$ cat src/rtl/sync_fifo_param_if.sv
// Handshake, data and status bundle for sync_fifo_param.
// master drives requests and write data; slave is the FIFO itself.
interface sync_fifo_param_if #(
  parameter int WIDTH = 8,
  parameter int DEPTH = 8
);
  localparam int CW = $clog2(DEPTH + 1);

  logic [WIDTH-1:0] dataIn;
  logic             writeEn;
  logic             readEn;
  logic             clrErr;
  logic [WIDTH-1:0] dataOut;
  logic             dataValid;
  logic [CW-1:0]    count;
  logic             EMPTY;
  logic             FULL;
  logic             ALMOST_EMPTY;
  logic             ALMOST_FULL;
  logic             OVERFLOW;
  logic             UNDERFLOW;

  modport master (
    output dataIn, writeEn, readEn, clrErr,
    input  dataOut, dataValid, count, EMPTY, FULL,
           ALMOST_EMPTY, ALMOST_FULL, OVERFLOW, UNDERFLOW
  );

  modport slave (
    input  dataIn, writeEn, readEn, clrErr,
    output dataOut, dataValid, count, EMPTY, FULL,
           ALMOST_EMPTY, ALMOST_FULL, OVERFLOW, UNDERFLOW
  );
endinterface

$ cat src/rtl/sync_fifo_param.sv
// Single-clock FIFO with registered read data, occupancy count, watermark flags
// and sticky overflow/underflow errors. Depth need not be a power of two.
module sync_fifo_param #(
  parameter int WIDTH    = 8,
  parameter int DEPTH    = 8,
  parameter int AF_LEVEL = DEPTH - 2,
  parameter int AE_LEVEL = 2
) (
  input logic              clk,
  input logic              reset,
  sync_fifo_param_if.slave bus
);
  localparam int CW = $clog2(DEPTH + 1);
  localparam int PW = $clog2(DEPTH);

  logic [WIDTH-1:0] mem [DEPTH];
  logic [PW-1:0]    wr_ptr;
  logic [PW-1:0]    rd_ptr;
  logic [CW-1:0]    cnt;
  logic [WIDTH-1:0] dout;
  logic             dvalid;
  logic             ovf;
  logic             unf;

  logic is_empty;
  logic is_full;
  logic wr_ok;
  logic rd_ok;
  logic ovf_set;
  logic unf_set;

  assign is_empty = (cnt == '0);
  assign is_full  = (cnt == CW'(DEPTH));

  // A write into a full FIFO is legal only when a read frees the slot in the
  // same cycle; an empty FIFO never lets the write fall through to the read.
  assign rd_ok   = bus.readEn && !is_empty;
  assign wr_ok   = bus.writeEn && (!is_full || bus.readEn);
  assign ovf_set = bus.writeEn && is_full && !bus.readEn;
  assign unf_set = bus.readEn && is_empty;

  // Storage is deliberately left out of reset; the pointers hide stale data.
  always_ff @(posedge clk) begin
    if (wr_ok && !reset) begin
      mem[wr_ptr] <= bus.dataIn;
    end
  end

  always_ff @(posedge clk) begin
    if (reset) begin
      wr_ptr <= '0;
      rd_ptr <= '0;
      cnt    <= '0;
      dout   <= '0;
      dvalid <= 1'b0;
      ovf    <= 1'b0;
      unf    <= 1'b0;
    end else begin
      if (wr_ok) begin
        wr_ptr <= (wr_ptr == PW'(DEPTH - 1)) ? '0 : wr_ptr + 1'b1;
      end
      if (rd_ok) begin
        rd_ptr <= (rd_ptr == PW'(DEPTH - 1)) ? '0 : rd_ptr + 1'b1;
        dout   <= mem[rd_ptr];
      end
      dvalid <= rd_ok;
      if (wr_ok && !rd_ok) begin
        cnt <= cnt + 1'b1;
      end else if (rd_ok && !wr_ok) begin
        cnt <= cnt - 1'b1;
      end
      // A fresh error wins over a coincident clear.
      ovf <= ovf_set || (ovf && !bus.clrErr);
      unf <= unf_set || (unf && !bus.clrErr);
    end
  end

  assign bus.dataOut      = dout;
  assign bus.dataValid    = dvalid;
  assign bus.count        = cnt;
  assign bus.EMPTY        = is_empty;
  assign bus.FULL         = is_full;
  assign bus.ALMOST_FULL  = (int'(cnt) >= AF_LEVEL);
  assign bus.ALMOST_EMPTY = (int'(cnt) <= AE_LEVEL);
  assign bus.OVERFLOW     = ovf;
  assign bus.UNDERFLOW    = unf;
endmodule

$ cat src/flat_wrapper.sv
// flat-port wrapper written by rule: the top's interface ports become plain ports
module sync_fifo_param_flat 
#(
  parameter int WIDTH    = 8,
  parameter int DEPTH    = 8,
  parameter int AF_LEVEL = DEPTH - 2,
  parameter int AE_LEVEL = 2
)
  (clk, reset, bus_dataIn, bus_writeEn, bus_readEn, bus_clrErr, bus_dataOut, bus_dataValid, bus_count, bus_EMPTY, bus_FULL, bus_ALMOST_EMPTY, bus_ALMOST_FULL, bus_OVERFLOW, bus_UNDERFLOW);
  sync_fifo_param_if #(.WIDTH(WIDTH), .DEPTH(DEPTH)) bus_i ();
  input logic clk;
  input logic reset;
  input wire logic [$bits(bus_i.dataIn)-1:0] bus_dataIn;
  input wire logic [$bits(bus_i.writeEn)-1:0] bus_writeEn;
  input wire logic [$bits(bus_i.readEn)-1:0] bus_readEn;
  input wire logic [$bits(bus_i.clrErr)-1:0] bus_clrErr;
  output wire logic [$bits(bus_i.dataOut)-1:0] bus_dataOut;
  output wire logic [$bits(bus_i.dataValid)-1:0] bus_dataValid;
  output wire logic [$bits(bus_i.count)-1:0] bus_count;
  output wire logic [$bits(bus_i.EMPTY)-1:0] bus_EMPTY;
  output wire logic [$bits(bus_i.FULL)-1:0] bus_FULL;
  output wire logic [$bits(bus_i.ALMOST_EMPTY)-1:0] bus_ALMOST_EMPTY;
  output wire logic [$bits(bus_i.ALMOST_FULL)-1:0] bus_ALMOST_FULL;
  output wire logic [$bits(bus_i.OVERFLOW)-1:0] bus_OVERFLOW;
  output wire logic [$bits(bus_i.UNDERFLOW)-1:0] bus_UNDERFLOW;
  assign bus_i.dataIn = bus_dataIn;
  assign bus_i.writeEn = bus_writeEn;
  assign bus_i.readEn = bus_readEn;
  assign bus_i.clrErr = bus_clrErr;
  assign bus_dataOut = bus_i.dataOut;
  assign bus_dataValid = bus_i.dataValid;
  assign bus_count = bus_i.count;
  assign bus_EMPTY = bus_i.EMPTY;
  assign bus_FULL = bus_i.FULL;
  assign bus_ALMOST_EMPTY = bus_i.ALMOST_EMPTY;
  assign bus_ALMOST_FULL = bus_i.ALMOST_FULL;
  assign bus_OVERFLOW = bus_i.OVERFLOW;
  assign bus_UNDERFLOW = bus_i.UNDERFLOW;
  sync_fifo_param #(.WIDTH(WIDTH), .DEPTH(DEPTH), .AF_LEVEL(AF_LEVEL), .AE_LEVEL(AE_LEVEL)) u_core (.clk(clk), .reset(reset), .bus(bus_i));
endmodule
$ cat config.mk
export PLATFORM = sky130hd
export DESIGN_NAME = sync_fifo_param_flat
export DESIGN_NICKNAME = d
export VERILOG_FILES = /design/src/rtl/sync_fifo_param_if.sv /design/src/rtl/sync_fifo_param.sv /design/src/flat_wrapper.sv
export SDC_FILE = /design/constraint.sdc
export NUM_CORES = 1
export LEC_CHECK = 0
export CORE_MARGIN = 2
export CORE_UTILIZATION = 55
export CTS_BUF_LIST = sky130_fd_sc_hd__clkbuf_2
export CTS_CLUSTER_SIZE = 30
export DETAILED_ROUTE_END_ITERATION = 10
export HOLD_SLACK_MARGIN = 0.03
export PLACE_DENSITY = 0.77
export SKIP_LAST_GASP = 1
export SLEW_MARGIN = 10
export SYNTH_ARGS = -nofsm -noshare
export SYNTH_HDL_FRONTEND = slang
export SYNTH_SLANG_ARGS = --single-unit
$ cat constraint.sdc
create_clock -name clk -period 5 [get_ports clk]
set_clock_uncertainty 0.15 [all_clocks]
set_input_delay 0.5 -clock clk [delete_from_list [all_inputs] [get_ports clk]]
set_output_delay 0.5 -clock clk [all_outputs]
set_load 0.02 [all_outputs]
[Yosys cells after proc, flatten, opt, wreduce, memory -nomap -nowiden]
Memory sizes are Yosys's and may differ from the RTL's. A register that Yosys moved wholly into a read port is not among the register bits.
Index checks and enable logic that the tools add are counted.
Word-level totals
  flip-flop bits (word level): 13
  bits in latches: 0
  bits in writable memories: 64
  bits in read-only memories: 0
  bits of input ports: 13
  output and inout bits: 19
  word-level logic and storage cells: 44
  memories: 1
Cells by class
  $add $sub $neg: 4
  $mul: 0
  divide/modulo/power cells: 0
  order comparisons: 2
  equal/unequal tests: 3
  shifts and indexed selects: 0
  mux-type cells: 6
  bitwise operators: 0
  reductions and logical operators: 22
Memories
  u_core.mem: words 8, bits a word 8, rd ports 1, clocked after Yosys merged registers in 1, wr ports 1, line sync_fifo_param.sv:16  | logic [WIDTH-1:0] mem [DEPTH];
Operators with widths (count)
  logical AND 1 bit: 10
  two-way mux 4 bit: 2
  zero test 1 bit: 7
  adder 3 x 1 -> 3 bit (second input constant): 2
  equality test 3 bit (second input constant): 2
  two-way mux 3 bit: 2
  adder 4 x 1 -> 4 bit (second input constant): 1
  equality test 4 bit (second input constant): 1
  greater-or-equal comparator 4 x 3 -> 1 bit (second input constant): 1
  <= comparator 4 x 2 -> 1 bit (second input constant): 1
  zero test 4 bit: 1
  subtractor 4 x 1 -> 4 bit (second input constant): 1
  logical OR 1 bit: 3
  two-way mux 1 bit: 2
  nonzero test 2 bit: 1

[Logic depth before layout (Yosys ltp)]
  depth in word-level cells: 8
  gate-level depth with buffers: 10
  gate-level depth less buffers: 10

[Worst setup path after synthesis]
OpenSTA, ideal clock, no wires.
  path type: reg2reg
  start point: register u_core.cnt[3] (netlist: u_core.bus.count[3])
  end point: register u_core.cnt[3] (netlist: u_core.bus.count[3])
  setup time: 0.121 ns
  data arrival time: 2.652 ns
  required time: 4.729 ns
  path slack: 2.077 ns
  cell stages (with the launch flop): 11
  buffers on the path: 0
  clock period less this slack: 2.923 ns
  path through: dfxtp_1 > or4b_4 > o21ai_4 > inv_2 > ha_1 > inv_1 > ha_1 > a21oi_1 > a211oi_1 > a31oi_1 > mux2_2
On the way
  cells in the longest elaborated chain, start to end: 7
  elaborated cells between the ends (all ways): 16
  those cells by class: add/sub: 2; eq/ne: 1; mux: 2; reduce/logical: 11
Ends and longest elaborated chain
  start, declared: line sync_fifo_param.sv:19  | logic [CW-1:0] cnt;
  start signal, assigned: line sync_fifo_param.sv:68  | cnt <= cnt + 1'b1;
  start signal, assigned: line sync_fifo_param.sv:70  | cnt <= cnt - 1'b1;
  equality test 4 bit (*): line sync_fifo_param.sv:33  | assign is_full = (cnt == CW'(DEPTH));
  zero test 1 bit (*): line sync_fifo_param.sv:38  | assign wr_ok = bus.writeEn && (!is_full || bus.readEn);
  logical OR 1 bit (*): line sync_fifo_param.sv:38
  logical AND 1 bit (*): line sync_fifo_param.sv:38
  via u_core.wr_ok: line sync_fifo_param.sv:27  | logic wr_ok;
  zero test 1 bit: line sync_fifo_param.sv:69  | end else if (rd_ok && !wr_ok) begin
  logical AND 1 bit: line sync_fifo_param.sv:69
  nonzero test 2 bit (no source line)
The timed path passes the listed nets; every way through them passes the cells marked *. The select of a mux whose other input is x is not followed.
A chain may end at the register's enable or synchronous reset.

[Final worst setup path]
  start point: register u_core.cnt[2] (netlist: u_core.bus.count[2])
  end point: register u_core.cnt[3] (netlist: u_core.bus.count[3])
Same word-level chain as after synthesis.

==> metrics.yaml <==
outcome: "completed"
synth_area_um2: 3350
yosys.area.top_type: "edfxtp_1"
critPathTopFamily: "compound AO/OA/AOI/OAI gates"
critical_path_buf_inv_count: 2
period_share: 0.622
crit_fanout: 9
async_flop_share: 0
syn_inst: 211
ctsLongestPathBuffers: 2
p_switching_uw: 553
cts-root-buf: "clkbuf_2"
ys_top_cells_by_count: "64 x edfxtp_1, 24 x nor2_1, 21 x dfxtp_1, 16 x mux4_2"
cp_data_arrival_time_ns: 3.39
power_density_nw_per_um2: 451
synth_area_leaders: "edfxtp_1 57%, dfxtp_1 13%, mux4_2 11%, nor2_1 2.7%, ha_1 2.6%"
synth_nets: 232
wl_per_cell_um: 18.2
setup_viol: 0
met2WireLength_mm: 3.04
grt_pass1_wl_mm: 9.43
dp_cells: 312
areaGrowthSynthToFinish_pct: 15.6
antenna_found_initial: 0
cp_slowest_cell: "or4b_4"
maxSlewHeadroom: 0.265
cts_hold_buffers: 0
syn_avg_cell_area_um2: 15.9
whs_ns: 0.360
die_x_um: 82.1
ios: 32
grt_pass1_vias: 1850
yosysMostFrequentCell: "edfxtp_1"
postCtsSetupBuffers: 0
final_cell_area_um2: 3880
gr-total-overflow: 0
yosys_register_bits: 85
dp_hpwl_mm: 3.89
die-area_um2: 6740
synth.top_cell.area_share: 0.573
wl_mm: 5.96
clock_sinks: 85
cts-resized-gates: 0
ys_seq_area_frac: 0.699
drt-initial-drc-count: 322
synth_edf_count: 64
nets: 269
ir_worst_vdd_mv: 0.232
critPathKind: "flip-flop to flip-flop"
worst_pin_slew_ns: 1.10
antenna_left: 0
final_cells: 328
nFillCells: 445
report.final.slew_viol_count: 0
seq_power_share: 0.502
max_cap_violations: 0
diodes: 0
p_int_uw: 1200
io_buffers: 31
worstSetupEndpointType: "flip-flop"
wl_met3_um: 484
fmax_mhz: 322
layout-drive-gt1-share: 0.178
die_h_um: 82.1
yosysWarnings: 0
fin_util: 0.655
leakage_uw: 0.00130
highest_layer: "met4"
grt_usage: 0.202
avgViaCountPerCell: 5.74
path_common_cell: "ha_1"
hold_violations: 0
clk_pin_slew_ns: 0.22
coreArea_um2: 5920
tritoncts: "built"
required_ns: 5.28
p_clk_frac: 0.206
switching_share: 0.316
post_dp_cell_area_um2: 3750
slowest_delay_ns: 0.60
min_period_ns: 3.11
clock_latency_ns: 0.52
place_congestion: 0.736
ys_types: 34
tns_ns: 0
htree_levels: 3
grt_max_degree: 27
wl_met1_mm: 2.35
crit_path_start_kind: "flip-flop"
initial_core_util: 0.566
worstPathCellList: "or4b_4, o21ai_4, inv_2, ha_1, inv_1, ha_1, a21oi_1, a211oi_1, a31oi_1, mux2_2"
drc: 0
min_path_type: "flip-flop to flip-flop"
rows: 28
dr_total_vias: 1883
numCtsBuffers: 9
rsz0062_at_grt: "false"
firstDrtPassIters: 4
synth_ff_type: "edfxtp_1"
comb_power_share: 0.292
[final cells by class]
cell class | count | area, um2 | share of cell area
clock buffers | 9 | 45.0 | 0.0116
multi-input cells | 112 | 953 | 0.246
flip-flops and latches | 85 | 2340 | 0.604
well taps | 75 | 93.8 | 0.0242
clock inverters | 7 | 80.1 | 0.0207
repair buffers | 36 | 348 | 0.0897
inverters | 4 | 15.0 | 0.00387
[per-layer routing]
| metal | global-route usage | vias up |
|---|---|---|
| met1 | 0.262 | 910 |
| li1 | - | 888 |
| met5 | 0 | - |
| met3 | 0.0495 | 8 |
| met2 | 0.328 | 77 |
| met4 | 0.0883 | 0 |
[power by group through the flow]
stage | registers (uW) | clock network, uW | logic [uW]
floorplan | 921 | 0 | 308
global placement | 894 | 0 | 506
detailed placement | 894 | 0 | 516
CTS | 878 | 374 | 518
global route | 887 | 402 | 569
finish | 878 | 361 | 511
[worst reg2reg max path, cell delays in order (launching register included)]
cell and delay, ns:
dfxtp_1 0.44, or4b_4 0.60, o21ai_4 0.28, inv_2 0.11
ha_1 0.21, inv_1 0.13, ha_1 0.29, a21oi_1 0.21
a211oi_1 0.10, a31oi_1 0.16, mux2_2 0.34
[per-stage QoR]
stage                     setup slack (ns)  total power (uW)
after floorplan                       2.08              1230
after global placement                1.63              1400
after detailed placement              1.48              1410
after CTS                             1.88              1770
after global routing                  1.71              1860
final                                 1.89              1750
[path summary, 6_finish.rpt]
kind         depth (start not counted)                                to                              from  slack [ns]
max                                 10  u_core.bus.count[3]$_SDFFE_PP0P_  u_core.bus.count[2]$_SDFFE_PP0P_        1.89
min                                  2     u_core.rd_ptr[2]$_SDFFE_PP0P_     u_core.rd_ptr[2]$_SDFFE_PP0P_        0.36
max reg2reg                         10  u_core.bus.count[3]$_SDFFE_PP0P_  u_core.bus.count[2]$_SDFFE_PP0P_        1.89
min reg2reg                          2     u_core.rd_ptr[2]$_SDFFE_PP0P_     u_core.rd_ptr[2]$_SDFFE_PP0P_        0.36
[logic make-up after synthesis]
| group | synth area share |
|---|---|
| AOI/OAI and AO/OA | 0.0478 |
| xor gates and xnor gates | 0.00522 |
| adders and majority gates | 0.0321 |
| buffers and inverters | 0.0190 |
| DFF | 0.699 |
| muxes | 0.114 |
| and+or+nand+nor | 0.0836 |
[registers in the layout (all words and copies together) (netlist names)]
signal                count
u_core.wr_ptr             3
u_core.bus.dataValid      1
u_core.mem               64
u_core.bus.dataOut        8
u_core.bus.OVERFLOW       1
u_core.bus.UNDERFLOW      1
u_core.rd_ptr             3
u_core.bus.count          4
[placed cells by master, fill, tap and decap left out, drive strengths merged, types with 2 or more instances in the layout]
cell            n
clkdlybuf4s50  31
a211oi          2
clkinv          2
inv             7
ha              7
dfxtp          21
nor2           24
nor3           12
o22ai           8
mux4           16
edfxtp         64
nor4            2
nand2          13
a21oi          10
clkbuf          9
nor2b           3
buf             5
(Power assumes the default switching activity.)
